===== config.mk =====
export PLATFORM = sky130hd
export DESIGN_NAME = mult_div_unit
export DESIGN_NICKNAME = d
export VERILOG_FILES = /design/src/rtl/mult_div_unit.sv
export SDC_FILE = /design/constraint.sdc
export NUM_CORES = 1
export LEC_CHECK = 0
export BUFFER_PORTS_ARGS = -buffer_cell sky130_fd_sc_hd__clkbuf_2
export CORE_MARGIN = 3
export CORE_UTILIZATION = 58
export DETAILED_ROUTE_END_ITERATION = 7
export PLACE_DENSITY_LB_ADDON = 0.15
export SLEW_MARGIN = 40
export SYNTH_ARGS = -nofsm -noshare
export SYNTH_HDL_FRONTEND = slang
export SYNTH_SLANG_ARGS = --single-unit

===== constraint.sdc =====
create_clock -name clock -period 6.99 [get_ports clock]
set_input_delay 1.398 -clock clock [delete_from_list [all_inputs] [get_ports clock]]
set_output_delay 1.398 -clock clock [all_outputs]
set_load 0.01 [all_outputs]

===== src/rtl/mult_div_unit.sv =====
// mult_div_unit: iterative signed multiply (shift-add) / divide (restoring), 32 iterations each.
// Optional MULTDIV_EARLY_DIV0_EN: divide by zero completes right after capture.
module mult_div_unit (
  input  logic        clock,
  input  logic        reset,
  input  logic [31:0] data_operandA,
  input  logic [31:0] data_operandB,
  input  logic        ctrl_MULT,
  input  logic        ctrl_DIV,
  output logic [31:0] data_result,
  output logic        data_exception,
  output logic        data_resultRDY,
  output logic        busy
);
  typedef enum logic [1:0] {IDLE, MUL, DIV, DONE} state_t;
  state_t state, state_nxt;
  logic [31:0] op_a, op_b, mag_a, mag_b, div_res;
  logic [63:0] acc, acc_nxt, term;
  logic [32:0] diff;
  logic [5:0]  cnt;
  logic        start, fin, mul_exc, div_exc;
  assign start = ctrl_MULT | ctrl_DIV;
  assign busy  = state == MUL || state == DIV;
  assign mag_a = data_operandA[31] ? -data_operandA : data_operandA;
  assign mag_b = op_b[31] ? -op_b : op_b;
  assign term  = {{32{op_a[31]}}, op_a} << cnt[4:0];
  // acc doubles as {remainder, dividend/quotient} during a divide
  assign diff  = {1'b0, acc[62:31]} - {1'b0, mag_b};
  always_comb begin
    acc_nxt = state == MUL ? (op_b[cnt[4:0]] ? (cnt == 6'd31 ? acc - term : acc + term) : acc)
                           : (diff[32] ? {acc[62:0], 1'b0} : {diff[31:0], acc[30:0], 1'b1});
`ifdef MULTDIV_EARLY_DIV0_EN
    fin = busy && (cnt == 6'd32 || (state == DIV && op_b == 32'd0));
`else
    fin = busy && cnt == 6'd32;
`endif
    mul_exc = !(&acc[63:31] || !(|acc[63:31]));
    div_exc = op_b == 32'd0 || (op_a == 32'h8000_0000 && op_b == 32'hFFFF_FFFF);
    div_res = op_b == 32'd0 ? 32'd0 : (op_a[31] ^ op_b[31]) ? -acc[31:0] : acc[31:0];
    state_nxt = start ? (ctrl_MULT ? MUL : DIV) : fin ? DONE : state == DONE ? IDLE : state;
  end
  always_ff @(posedge clock)
    if (reset) state <= IDLE;
    else state <= state_nxt;
  always_ff @(posedge clock) begin
    if (reset) begin
      op_a <= '0;
      op_b <= '0;
      acc <= '0;
      cnt <= '0;
      data_result <= '0;
      data_exception <= 1'b0;
      data_resultRDY <= 1'b0;
    end else begin
      data_resultRDY <= fin && !start;
      if (start) begin
        op_a <= data_operandA;
        op_b <= data_operandB;
        cnt <= '0;
        acc <= ctrl_MULT ? 64'd0 : {32'd0, mag_a};
      end else if (fin) begin
        data_result <= state == MUL ? acc[31:0] : div_res;
        data_exception <= state == MUL ? mul_exc : div_exc;
      end else if (busy) begin
        acc <= acc_nxt;
        cnt <= cnt + 6'd1;
      end
    end
  end
endmodule


# --- Word-level counts from Yosys, hierarchy flattened ---
# Cells that the tools add are included.
# Widths: inputs -> output; s select.
totals:
  in_bits: 68
  register_bits: 170
op_classes:
  reduce_logical: 18
  n_mux: 20
  shifts: 1
  eq_ne: 9
  bitwise_logic: 4
  n_lt_le_gt_ge: 1
  addsub: 7
op_table:
  columns: ["op", "n"]
  rows:
  - ["$mux 64", 7]
  - ["$mux 32", 6]
  - ["$neg 32->32", 3]
  - ["$add 64x64->64", 1]
  - ["$eq 32x32->1 const B", 2]
  - ["$shl 64x5->64", 1]
  - ["$sub 64x64->64", 1]
  - ["$reduce_and 33->1", 1]
  - ["$reduce_or 33->1", 1]
  - ["$sub 32x32->33", 1]
  - ["$logic_not 32->1", 1]
  - ["$mux 2", 4]
  - ["$add 6x1->6 const B", 1]
  - ["$eq 6x5->1 const B", 1]
  - ["$eq 6x6->1 const B", 1]
  - ["$lt 5x6->1 const B", 1]
  - ["$bmux 1 s5", 1]
  - ["$eq 2x2->1 const B", 2]
  - ["$reduce_and 2->1", 2]
  - ["$logic_and 1x1->1", 3]
  - ["$logic_not 1->1", 3]
  - ["$logic_or 1x1->1", 3]
  - ["$ne 3x2->1 const B", 1]
  - ["$reduce_and 3->1", 1]
  - ["other kinds (9)", 11]

# --- Depth between registers and ports, before layout ---
# Gate-level depths: netlist of run 1.
logic_depth:
  word_depth: 8
  ltp_mapped: 30

# --- Worst setup path before layout of run 1 ---
# No wires, ideal clock.
synth_path:
  path_type: "register -> register"
  start: "register cnt[1]"
  end: "register acc[62]"
  path_stages_with_launch: 26
  path_buffers: 3
  arrival_time_ns: 5.990
  period_less_slack_ns: 6.112
  path_slack_ns: 0.878
  cell_sequence: "dfxtp_1 > buf_6 > buf_12 > buf_6 > mux2i_1 > o211ai_1 > a32oi_2 > a21oi_1 > a311o_1 > nor2_1 > nand3_1 > or4_4 > or3_4 > xnor2_1 > ha_1 > nand2_1 > or4_1 > or3_1 > or2_2 > a2bb2oi_1 > a31oi_1 > a21bo_2 > a21oi_1 > o21ai_1 > a41o_1 > nor2_1"
synth_between:
  elab_chain_cells: 8
  word_cells_on_any_way: 17
synth_lines:
  columns: ["element", "line_no", "text"]
  rows:
  - ["start: declaration", "20", "logic [5:0] cnt;"]
  - ["start signal: assignment", "66", "cnt <= cnt + 6'd1;"]
  - ["$shl 64x5->64", "26", "assign term = {{32{op_a[31]}}, op_a} << cnt[4:0];"]
  - ["$add 64x64->64 or $sub 64x64->64 (tied branches)", "30", "acc_nxt = state == MUL ? (op_b[cnt[4:0]] ? (cnt == 6'd31 ? acc - term : acc + term) : acc)"]
  - ["$mux 64 (3 in series)", "30", null]
  - ["$mux 64", "64", "end else if (busy) begin"]
  - ["$mux 64", "61", "end else if (fin) begin"]
  - ["$mux 64", "56", "if (start) begin"]
  - ["end signal: assignment", "60", "acc <= ctrl_MULT ? 64'd0 : {32'd0, mag_a};"]
  - ["end signal: assignment", "65", "acc <= acc_nxt;"]
  - ["end: declaration", "18", "logic [63:0] acc, acc_nxt, term;"]
# Several ways; a longest one is shown, not always the timed one. The select of a mux whose other input is x is not followed.
# A chain may end at the register's enable or synchronous reset.

# --- Final worst setup path of run 1 ---
layout_path:
  start: "register cnt[1]"
  end: "register acc[63]"
# Same word-level chain as after synthesis.

==> impl_metrics.tcl, run 1 <==
set metrics [dict create \
    run_status "finished, violations left" \
    failing_checks "DRC" \
    worstSetupPathDepth 25 \
    ys_top_cells_by_count "nand2_1, a21oi_1, nor2_1" \
    endpoint_of_the_most_critical_register_to_register_path "acc[63]$_SDFFE_PP0P_" \
    critical-path-slowest-cell "mux4_2" \
    post-route-drc-count 3 \
    synth_async_sr_flop_share_pct 0 \
    clock_power_share_pct 29.5 \
    synth_area_per_cell_um2 7.41 \
    worstSkewPairLatency_ps 470 \
    viasPerCell 6.93 \
    worst-slew-pin-transition_ps 873 \
    criticalPathCategory "reg -> reg" \
    overflow 0 \
    pin_count 103 \
    htree_num_levels 4 \
    antennaDiodeCount 0 \
    worstHoldStart "data_result[3]$_SDFFE_PP0P_" \
    number_of_maximum_capacitance_constraint_violations 0 \
    design.core.area_um2 33000 \
    rrSetupSlack_ps 320 \
    placement_rows 66 \
    power_switching_share_pct 39.9 \
    die_area_um2 36300 \
    floorplan.initialDensity_pct 59.8 \
    clock_tree.buffer_depth 2 \
    setup_total_negative_slack_ps 0 \
    cell_area_synth_um2 19800 \
    cts_root_buffer "clkbuf_16" \
    yosysTopAreaCell "dfxtp_1" \
    ys_warn_count 0 \
    drive_gt1_share_pct 13.3 \
    crit_family "simple AND/OR/NAND/NOR gates" \
    synth.top_cell.area_share_pct 17.2 \
    grt_util_all_layers_pct 41.2 \
    yosysSeqAreaShare_pct 17.2 \
    die_y_um 191 \
    synth.top_cells.by_area "dfxtp_1, a21oi_1, ha_1, nand2_1, mux4_2" \
    worstSetupStartpoint "cnt[1]$_SDFFE_PP0P_" \
    cells_on_worst_reg2reg_path 25 \
    final_critical_path_share_of_the_clock_period_pct 95.4 \
    grt_start_max_net_pins 79 \
    worst_ir_drop_vdd_mv 0.187 \
    post-dp-hpwl_mm 58.6 \
    pwr_density_cell_nw_per_um2 151 \
    pwr-share-seq_pct 34.8 \
    postSynthRegisterBits 170 \
    syn-instance-count 2665 \
    critical_path_required_ps 7330 \
    synth-edff-count 0 \
    routed-via-count 21700 \
    critical_path.max_fanout 35 \
    slew-limit-headroom_pct 41.7 \
    achievable-frequency_mhz 150 \
    initial_antenna_violation_count 1 \
    critical-path-max-stage-delay_ps 580 \
    initialDrtViolationCount 2632 \
    nets 2847 \
    power.leakage_nw 8.73 \
    synth.lib_cells_used.distinct 98 \
    total_switching_power_mw 1.28 \
    clock_slew_at_reported_path_ffs_ps 80 \
    cpMostUsedCell "buf_4" \
    worstReg2RegStart "cnt[1]$_SDFFE_PP0P_" \
    tritoncts "yes" \
    hold_path.class "reg -> reg" \
    grt_pass1_vias 20100 \
    cell_internal_pwr_mw 1.93 \
    routedWlPerCell_um 24.5 \
    die_w_um 191 \
    crit_path_end "acc[63]$_SDFFE_PP0P_" \
    period_needed_ps 6670 \
    fin_skew_ps 14.1 \
    grt_pass1_wl_mm 117 \
    gp_congestion 1.06 \
    setup_violations 0 \
    postSynth.topFlopCell "dfxtp_1" \
    report.power.total_mw 3.20 \
    finalHoldViolations 0 \
    critical_path_arrival_ps 7010 \
    report.final.slew_viol_count 0 \
    detailedRoute.firstPassIterationCount 8 \
    critPathLaunchType "flop" \
    sum_of_routed_wire_length_over_all_layers_mm 76.7 \
    detail-route-antenna-nets 0 \
    mappedNetlistNets 2839 \
    worstPathBufferInverterCount 5 \
    clkSinkCount 170 \
    cts-buffers-inserted 17 \
    area_growth_pct 7.72 \
    critical_path.endpoint_type "flop" \
    post-synth-top-count-cell "nand2_1" \
    placement.io_buffers 102 \
    pwr-share-comb_pct 35.7 \
    filler_cell_count 2980 \
]
-- per-layer routing --
metal / vias up / GRT usage, % / share of wire, %
met1: 10200 / 51.7 / 38
li1: 9856 / - / -
met5: - / 0 / 0.0091
met4: 2 / 22.1 / 6.3
met2: 1332 / 64.2 / 44
met3: 286 / 11.6 / 12
-- per-stage QoR --
step                      area, µm²  worst slack (ps)  std cells  utilization (%)  hold slack, ps
after floorplan               19800               878       2665                -             473
after global placement        20600               547       3093             62.4             495
after detailed placement      20600               402       3093             62.4             502
after CTS                     21200               361       3125             64.1             520
after global routing          21300             -6.64       3128             64.4             537
final                         21300               324       3128             64.4             513
-- registers in the layout, summed over array words and instances, names as in the netlist --
signal / cells
acc: 64
state: 2
op_b: 32
data_exception: 1
data_resultRDY: 1
data_result: 32
cnt: 6
op_a: 32
-- what timing repair did --
item	CTS	global route
hold buffers	0	0
gates resized for setup	0	12
endpoints found under the setup margin	0	8
setup buffers	0	3
-- logic make-up after synthesis --
family / after synthesis / synth area share [%]
buffers and inverters: 238 / 5.04
and+or+nand+nor: 910 / 21.6
DFF: 170 / 17.2
adders and majority gates: 106 / 6.79
muxes: 150 / 11.2
xor gates and xnor gates: 232 / 10.3
AOI/OAI and AO/OA: 859 / 27.9
-- power groups by stage --
stage                     Sequential (mW)  Combinational [mW]  Clock (mW)
after global routing                 1.12                1.23       0.989
after detailed placement             1.13                1.10           0
after floorplan                      1.07               0.813           0
final                                1.11                1.14       0.947
after global placement               1.13                1.08           0
after CTS                            1.11                1.11       0.953
-- worst min-delay path, stage by stage (launching register included) --
cell     delay (ps)
dfxtp_1         330
a22oi_1          80
nor2_1           70
-- layout make-up --
cell class                      count  area (µm²)  share of cell area, %
Clock inverter                     13         131                  0.617
Clock buffer                       19         433                   2.03
Inverter                           57         214                   1.01
Timing Repair Buffer              170        1090                   5.13
Tap cell                          442         553                   2.60
Multi-Input combinational cell   2257       15400                   72.5
Sequential cell                   170        3420                   16.1
-- placed cells by master (no fill, tap or decap), types with 22 or more instances in the layout --
master / instances
nand2_1: 337
a21oi_1: 290
nor2_1: 240
dfxtp_1: 164
o21ai_0: 140
xnor2_1: 133
ha_1: 103
clkbuf_2: 101
xor2_1: 99
a21o_1: 67
buf_4: 62
mux2i_1: 57
inv_1: 53
mux4_2: 53
a211oi_1: 50
nand3_1: 48
a22oi_1: 43
nor3_1: 40
nand4_1: 37
mux2_2: 33
nor4_1: 32
a31oi_1: 30
o31ai_1: 30
or3_1: 28
o21bai_1: 26
nand2b_1: 24
and3_1: 23
nor2b_1: 22
-- worst min-delay path by stage --
stage	endpoint	slack, ps	cells after the start
6_report	data_result[3]$_SDFFE_PP0P_	510	2
5_1_grt	data_result[22]$_SDFFE_PP0P_	540	2
4_1_cts	data_result[22]$_SDFFE_PP0P_	520	2
3_5_place_dp	data_result[22]$_SDFFE_PP0P_	500	2
3_3_place_gp	data_result[14]$_SDFFE_PP0P_	490	2
2_1_floorplan	op_b[22]$_SDFFE_PP0N_	470	2
Power figures use the tool's default switching activity.
==> run 2: changes to the inputs <==
Clock period 6.99 ns to 6.8 ns, I/O delays scaled along.
==> run 2 against run 1 <==
  * The run now ends clean
  * Total power increased by 5.1%
  * Die area is the same
  * Largest power group unchanged
  * Critical endpoint is now acc[61]$_SDFFE_PP0P_
  * Worst setup slack worse by 170 ps
  * Sequential cell count unchanged
  * Sequential share of layout area decreased by 0.13 points
  * Hold slack got worse by 4.9 ps
  * Utilization up 0.49 points
  * Wire length decreased by 1.6%
==> impl_metrics.tcl, run 2 (synthesized netlist as in run 1, its figures left out) <==
set metrics [dict create \
    critical_path_required_ps 7150 \
    placement_rows 66 \
    htree_num_levels 4 \
    routed-via-count 21500 \
    hold_path.class "reg -> reg" \
    critical-path-max-stage-delay_ps 620 \
    cts-buffers-inserted 17 \
    clkSinkCount 170 \
    area_growth_pct 8.54 \
    layout.area.seq_um2 3420 \
    grt_start_max_net_pins 92 \
    viasPerCell 6.85 \
    worst-slew-pin-transition_ps 988 \
    critical_path.max_fanout 17 \
    filler_cell_count 2990 \
    worstPathCellList "mux4_2 > mux2_2 > mux2i_1 > mux2i_1 > or2_1 > nor4_2 > buf_4 > nand2_1 > nand2_1 > xnor2_1 > ha_1 > nand2_1 > o21ai_0 > a21o_1 > a21o_1 > a31oi_1 > o22ai_1 > a2111oi_0 > a22oi_1 > a311oi_1 > xnor2_1 > a221o_1" \
    pin_count 103 \
    worstSkewPairLatency_ps 470 \
    grt_util_all_layers_pct 40.7 \
    report.power.total_mw 3.37 \
    drive_gt1_share_pct 13.8 \
    report.final.slew_viol_count 0 \
    critical_path.endpoint_type "flop" \
    criticalPathCategory "reg -> reg" \
    initialDrtViolationCount 2610 \
    post_cts_hold_buffer_count 0 \
    sum_of_routed_wire_length_over_all_layers_mm 75.4 \
    achievable-frequency_mhz 150 \
    final_common_cell "nand2_1" \
    final_util_pct 64.9 \
    die_y_um 191 \
    floorplan.initialDensity_pct 59.8 \
    antennaDiodeCount 0 \
    detail-route-antenna-nets 0 \
    final_critical_path_share_of_the_clock_period_pct 97.8 \
    setup_violations 0 \
    post-route-drc-count 0 \
    die_w_um 191 \
    die_area_um2 36300 \
    critical_path_arrival_ps 7000 \
    multiInputGateArea_um2 15400 \
    worst_ir_drop_vdd_mv 0.193 \
    detailedRoute.firstPassIterationCount 8 \
    setup_slack_ps 150 \
    fin_skew_ps 20.1 \
    number_of_maximum_capacitance_constraint_violations 0 \
    post-dp-hpwl_mm 57.3 \
    gp_congestion 1.05 \
    placement.io_buffers 102 \
    tritoncts "yes" \
    clock_slew_at_reported_path_ffs_ps 90 \
    grt_pass1_wl_mm 116 \
    largest_register "acc" \
    period_needed_ps 6650 \
    finalHoldViolations 0 \
    pwr_density_cell_nw_per_um2 157 \
    most-common-layout-cells "nand2_1, a21oi_1, nor2_1" \
    setup_total_negative_slack_ps 0 \
    run_status "finished clean" \
    pre_cts_slack_ps 184 \
    critPathLaunchType "flop" \
    largest_register_ffs 64 \
    slew-limit-headroom_pct 33.2 \
    routedWlPerCell_um 24.0 \
    initial_antenna_violation_count 1 \
    cts_root_buffer "clkbuf_16" \
    design.core.area_um2 33000 \
    critical-path-slowest-cell "dfxtp_2" \
    grt_pass1_vias 20100 \
    nets 2863 \
    clock_tree.buffer_depth 2 \
    overflow 0 \
    power.leakage_nw 8.84 \
    cpMostUsedCell "nand2_1" \
    rsz0062_at_grt "false" \
]
run 2: changes by cell type in the layout (fill, tap and decap cells not counted), sizes merged:
cell      change
clkinv        +1
bufinv        +1
buf          +16
clkbuf        -1
clkinvlp      -1
run 2: metal layers:
metal  track usage [%]  wire, µm  up-vias
li1                  -         -     9877
met1              52.5     29000    10100
met2              63.6     33300     1256
met3              8.71      8190      271
met4              22.6      4920        2
met5                 0        13        -
run 2: layout make-up:
type	count	share of cell area [%]
Clock buffer	18	2.05
Clock inverter	14	0.805
Inverter	57	0.998
Multi-Input combinational cell	2257	72.0
Sequential cell	170	15.9
Tap cell	442	2.58
Timing Repair Buffer	186	5.60
run 2: stage by stage:
step                      cell area [µm²]  hold WS [ps]  instances
after floorplan                     19800           473       2665
after global placement              20700           487       3104
after detailed placement            20700           496       3104
after CTS                           21300           511       3136
after global routing                21400           543       3144
final                               21400           509       3144
run 2: final timing paths:
check / cells after the start / endpoint / slack [ps] / from
worst max-delay path: 22 / acc[61]$_SDFFE_PP0P_ / 150 / cnt[2]$_SDFFE_PP0P_
worst min-delay path: 2 / data_result[15]$_SDFFE_PP0P_ / 510 / data_result[15]$_SDFFE_PP0P_
worst max register to register: 22 / acc[61]$_SDFFE_PP0P_ / 150 / cnt[2]$_SDFFE_PP0P_
worst min register to register: 2 / data_result[15]$_SDFFE_PP0P_ / 510 / data_result[15]$_SDFFE_PP0P_
run 2: report_power, final:
part | internal (mW) | total, mW | switching, mW
registers | 1.04 | 1.14 | 0.109
logic | 0.459 | 1.17 | 0.711
clock network | 0.538 | 1.05 | 0.515
total | 2.03 | 3.37 | 1.34
run 2: timing repair:
action                     4_1_cts  5_1_grt
buffers inserted                 0        8
gates resized for setup          0        8
setup endpoints to repair        0       15
run 2: critical path: cells and delay by family (launching register included):
family,cells,cell delay [ps]
xor+xnor,2,230
compound gates,9,2210
flops,1,620
simple gates,5,1320
fa+ha+maj,1,350
buf+inv,1,200
mux,4,1580
